<file path="src/rtl/j_u2tx.sv">
// rtl/j_u2tx.sv - UART2 transmitter: double-buffered serialiser timed by the 16x baud strobe
module j_u2tx #(
    parameter int DBITS = 8,
    parameter int OVS   = 16
) (
    input  logic             clk,
    input  logic             resetl,
    input  logic             bx16,
    input  logic [DBITS-1:0] din,
    input  logic             u2dataw,
    input  logic             pen,
    input  logic             podd,
    input  logic             txbrk,
    output logic             txd,
    output logic             txbe,
    output logic             tidle
);

    localparam int TW = $clog2(OVS);
    localparam int BW = $clog2(DBITS);

    localparam logic [2:0] S_IDLE   = 3'd0;
    localparam logic [2:0] S_START  = 3'd1;
    localparam logic [2:0] S_DATA   = 3'd2;
    localparam logic [2:0] S_PARITY = 3'd3;
    localparam logic [2:0] S_STOP   = 3'd4;

    logic [2:0]       r_state,  w_state;
    logic [TW-1:0]    r_tick,   w_tick;
    logic [BW-1:0]    r_bitcnt, w_bitcnt;
    logic [DBITS-1:0] r_hold,   w_hold;
    logic [DBITS-1:0] r_shift,  w_shift;
    logic             r_pen,    w_pen;
    logic             r_par,    w_par;
    logic             r_txbe,   w_txbe;
    logic             r_txd,    w_txd;
    logic             r_tidle;
    logic             w_run;
    logic             w_wrap;
    logic             w_load;

    always_comb begin
        w_state  = r_state;
        w_tick   = r_tick;
        w_bitcnt = r_bitcnt;
        w_hold   = r_hold;
        w_shift  = r_shift;
        w_pen    = r_pen;
        w_par    = r_par;
        w_txbe   = r_txbe;
        w_load   = 1'b0;
        w_run    = (r_state != S_IDLE) && bx16;
        w_wrap   = w_run && (r_tick == TW'(OVS - 1));

        if (w_run) begin
            w_tick = w_wrap ? '0 : r_tick + 1'b1;
        end

        case (r_state)
            S_IDLE: w_load = !r_txbe;
            S_START: begin
                if (w_wrap) begin
                    w_state  = S_DATA;
                    w_bitcnt = '0;
                end
            end
            S_DATA: begin
                if (w_wrap) begin
                    w_shift = r_shift >> 1;
                    if (r_bitcnt == BW'(DBITS - 1)) begin
                        w_state = r_pen ? S_PARITY : S_STOP;
                    end else begin
                        w_bitcnt = r_bitcnt + 1'b1;
                    end
                end
            end
            S_PARITY: begin
                if (w_wrap) begin
                    w_state = S_STOP;
                end
            end
            S_STOP: begin
                if (w_wrap) begin
                    if (!r_txbe) begin
                        w_load = 1'b1;
                    end else begin
                        w_state = S_IDLE;
                    end
                end
            end
            default: w_state = S_IDLE;
        endcase

        // Transfer uses the old hold value; a write on the same edge refills hold behind it.
        if (w_load) begin
            w_state  = S_START;
            w_shift  = r_hold;
            w_pen    = pen;
            w_par    = podd ? ~^r_hold : ^r_hold;
            w_bitcnt = '0;
            w_tick   = '0;
            w_txbe   = 1'b1;
        end
        if (u2dataw) begin
            w_hold = din;
            w_txbe = 1'b0;
        end

        case (w_state)
            S_START:  w_txd = 1'b0;
            S_DATA:   w_txd = w_shift[0];
            S_PARITY: w_txd = w_par;
            default:  w_txd = 1'b1;
        endcase
    end

    always_ff @(posedge clk) begin
        if (!resetl) begin
            r_state  <= S_IDLE;
            r_tick   <= '0;
            r_bitcnt <= '0;
            r_hold   <= '0;
            r_shift  <= '0;
            r_pen    <= 1'b0;
            r_par    <= 1'b0;
            r_txbe   <= 1'b1;
            r_txd    <= 1'b1;
            r_tidle  <= 1'b1;
        end else begin
            r_state  <= w_state;
            r_tick   <= w_tick;
            r_bitcnt <= w_bitcnt;
            r_hold   <= w_hold;
            r_shift  <= w_shift;
            r_pen    <= w_pen;
            r_par    <= w_par;
            r_txbe   <= w_txbe;
            r_txd    <= txbrk ? 1'b0 : w_txd;
            r_tidle  <= (w_state == S_IDLE) && w_txbe;
        end
    end

    assign txd   = r_txd;
    assign txbe  = r_txbe;
    assign tidle = r_tidle;

endmodule
</file>
<file path="config.mk">
export PLATFORM = sky130hd
export DESIGN_NAME = j_u2tx
export DESIGN_NICKNAME = d
export VERILOG_FILES = /design/src/rtl/j_u2tx.sv
export SDC_FILE = /design/constraint.sdc
export NUM_CORES = 1
export LEC_CHECK = 0
export BUFFER_PORTS_ARGS = -buffer_cell sky130_fd_sc_hd__buf_2
export CAP_MARGIN = 20
export CORE_UTILIZATION = 35
export CTS_BUF_LIST = sky130_fd_sc_hd__clkbuf_16
export CTS_CLUSTER_SIZE = 8
export DETAILED_ROUTE_END_ITERATION = 8
export PLACE_DENSITY = 0.58
export SYNTH_ARGS = -nofsm -noshare
export SYNTH_HDL_FRONTEND = slang
export SYNTH_SLANG_ARGS = --single-unit
</file>
<file path="constraint.sdc">
create_clock -name clk -period 2.85 [get_ports clk]
set_clock_uncertainty 0.15 [all_clocks]
set_input_delay 0.285 -clock clk [delete_from_list [all_inputs] [get_ports clk]]
set_output_delay 0.285 -clock clk [all_outputs]
set_load 0.01 [all_outputs]
</file>
==> metrics.md <==
| Metric | Value |
|---|---|
| Final period utilization | `85.9%` |
| Crit path arrival time | `2.50 ns` |
| Fin Hold WS | `0.120 ns` |
| Setup tns final | `0 ns` |
| Area Overhead vs Synth | `15.8%` |
| Clock-pin transition on the worst setup and hold timing paths | `0.05 ns` |
| CTS tree | `done` |
| Synth Area in Compound Gates | `14.8%` |
| Die ar. | `0.00456 mm2` |
| Area contributors post-synth | `dfxtp_1 41%, mux2i_1 7.3%, nand3_1 5.0%, nor2b_1 4.2%, o211a_1 4.0%` |
| Area leader, netlist | `dfxtp_1` |
| Worst-margin pin slew | `0.533 ns` |
| Initial Util | `37.0%` |
| Placer Congestion | `0.756` |
| Placeable core area | `0.00406 mm2` |
| TritonCTS Buffers | `5` |
| Most frequent cells after synthesis | `31 x dfxtp_1, 16 x nand2_1, 15 x nand3_1, 11 x mux2i_1, 11 x nor2_1` |
| Drt first pass iters | `4` |
| Total wire length | `3.09 mm` |
| Post-Synth XOR/XNOR Area | `5.58%` |
| Pwr Total | `1080 uW` |
| Largest family of logic cells by synthesized area | `simple AND/OR/NAND/NOR gates` |
| Row count | `23` |
| CP Data Required Time | `2.90 ns` |
| RSZ-0062 raised after global routing | `false` |
| Peak fanout along the critical path | `14` |
| Post-Syn Nets | `183` |
| Maximum VDD drop | `284 uV` |
| Global Route Usage Sum | `15.3%` |
| # H-tree levels | `2` |
| Share of the synthesized area in the top cell type | `41.3%` |
| Post-synthesis sequential area ratio | `41.3%` |
| Chip height | `67.5 um` |
| Mapped Cells | `165` |
| Cell Chain, Critical Path | `ha_1 -> and4_1 -> a311o_1 -> and4_1 -> or4b_1 -> o221ai_1` |
| Power Density | `618 mW/mm2` |
| Final setup fails | `0` |
| Crit-path max cell delay | `0.51 ns` |
| Initial antenna violation count | `0` |
| Die Span X | `67.5 um` |
| CTS Root Cell | `clkbuf_16` |
| CP most frequent cell | `and4_1` |
| Gr ovfl total | `0` |
| WS Path Type | `reg -> reg` |
| Top-count cell post-synth | `dfxtp_1` |
| Yosys warns | `0` |
| Hold_buf cts | `0` |
| Via count of the first global-routing pass | `1127` |
| Buffers on Ports | `17` |
| Clock Tree Buf Depth | `2` |
| NumNets Final | `197` |
| Post-route minimum period | `2.45 ns` |
| Largest net degree at the start of global routing | `26` |
| Max-Cap Viols | `0` |
| Post-DRT Antenna Nets | `0` |
| WL per Instance | `13.4 um` |
| Share of cells above drive strength 1 | `15.0%` |
| EDFF count, synth | `0` |
| Placement Cell Area | `0.00160 mm2` |
| Mux contribution to synthesized area | `8.08%` |
| Final hold viol count | `0` |
| Top delay family on crit path | `simple AND/OR/NAND/NOR gates` |
| Core Util, Final | `42.9%` |
| Iteration-0 DRC Markers | `100` |
| Final HPWL DP | `2.15 mm` |
| Via Count | `1225` |
| Worst-Skew Late Latency | `0.28 ns` |
| Crit-path slowest cell | `and4_1` |
| Max-slew headroom | `64.3%` |
| Cell variety after synth | `39` |
| LEAKAGE | `0.000754 uW` |
| Hold WC Path Type | `in -> reg` |
| Simple-gate share of the synthesized area | `24.1%` |
| Register bit total from synthesis | `31` |
| Final Max Slew Viols | `0` |
| Max frequency | `0.408 GHz` |
| First-pass GRT wire length | `5.02 mm` |
| Synth async-reset ratio | `0%` |
| ANT cells | `0` |
| Resized Gates After CTS | `0` |
| Area of the mapped netlist | `0.00150 mm2` |
| Status | `finished, final reports clean` |
| Avg Synthesized Cell Area | `9.11 um2` |
| Final Instance Area | `0.00174 mm2` |
| Critical path endpoint category | `flip-flop` |
| Type of origin of the critical path | `flip-flop` |
| Primary FF master, synth | `dfxtp_1` |
| IO Pins | `18` |
| Clock tree sinks | `31` |
| Vias per Instance | `5.33` |
| Post-route DRC | `0` |
| Post-CTS setup buffer count | `0` |
| Adder-Cell Fraction of Synth Area | `2.50%` |
| CP Buf/Inv Count | `0` |
-- final cells by class --
type	count	area [um2]
Sequential cell	31	621
Inverter	2	7.51
Clock inverter	3	12.5
Timing Repair Buffer	17	85.1
Multi-Input combinational cell	122	827
Clock buffer	5	125
Fill cell	411	2320
Tap cell	50	62.6
-- metal layers --
layer | global-route usage (%) | part of all wire [%] | vias to the layer above
met2 | 23.9 | 47 | 36
li1 | - | - | 611
met5 | 0 | 0 | -
met4 | 5.59 | 0.61 | 0
met3 | 6.76 | 6.7 | 4
met1 | 18.4 | 46 | 574
-- sequential cells by signal, indices dropped and copies added (netlist names) --
| register | flops |
|---|---|
| txd | 1 |
| r_state | 3 |
| r_shift | 8 |
| r_par | 1 |
| r_hold | 8 |
| r_bitcnt | 3 |
| tidle | 1 |
| txbe | 1 |
| r_pen | 1 |
| r_tick | 4 |
-- through the flow --
| step | setup slack, ns | instances |
|---|---|---|
| floorplan | 0.741 | 165 |
| global placement | 0.509 | 222 |
| detailed placement | 0.424 | 222 |
| CTS | 0.420 | 230 |
| global route | 0.216 | 230 |
| finish | 0.401 | 230 |
-- worst reg2reg max path, stage by stage (launching register included) --
cell and delay (ns):
dfxtp_1 0.39, ha_1 0.23, and4_1 0.51, a311o_1 0.24, and4_1 0.24, or4b_1 0.44, o221ai_1 0.18
-- layout by cell type (no fill, tap or decap), types with 2 or more instances in the layout --
master	synthesis	routed
xor2_1	2	2
a21oi_1	6	6
nand3_1	15	15
or3_1	3	3
clkbuf_16	0	5
ha_1	3	3
a21boi_0	3	3
inv_1	2	4
o211a_1	6	6
o21ai_0	4	4
mux2i_1	11	11
nor2_1	11	11
buf_2	2	17
nand2_1	16	16
and2_1	3	3
a22oi_1	2	2
dfxtp_1	31	31
xnor2_1	5	5
nor2b_1	10	10
nor3b_1	2	2
and4_1	2	2
nor3_1	2	2
-- report_power, final --
part           total (uW)  switching [uW]  internal [uW]
Combinational         106            50.1           55.9
Clock                 497             182            315
Sequential            472            16.4            456
-- final timing paths --
check,start,endpoint,slack [ns],cells after the start
setup / recovery,r_tick[0]$_SDFFE_PP0P_,txd$_SDFF_PN1_,0.40,6
hold / removal,din[2],r_hold[2]$_SDFFE_PN0P_,0.12,3
setup reg to reg,r_tick[0]$_SDFFE_PP0P_,txd$_SDFF_PN1_,0.40,6
hold reg to reg,r_pen$_SDFFE_PN0P_,r_pen$_SDFFE_PN0P_,0.34,2
-- logic make-up (layout without fill, tap and decap cells) --
group                    Yosys count  after routing
AO/OA/AOI/OAI                     30             30
flip-flops                        31             31
multiplexers                      12             12
adder cells (fa/ha/maj)            3              3
AND/OR/NAND/NOR                   69             69
buffers and inverters             12             27
XOR/XNOR                           8              8
Note: power is estimated with default switching activity, not from simulation.
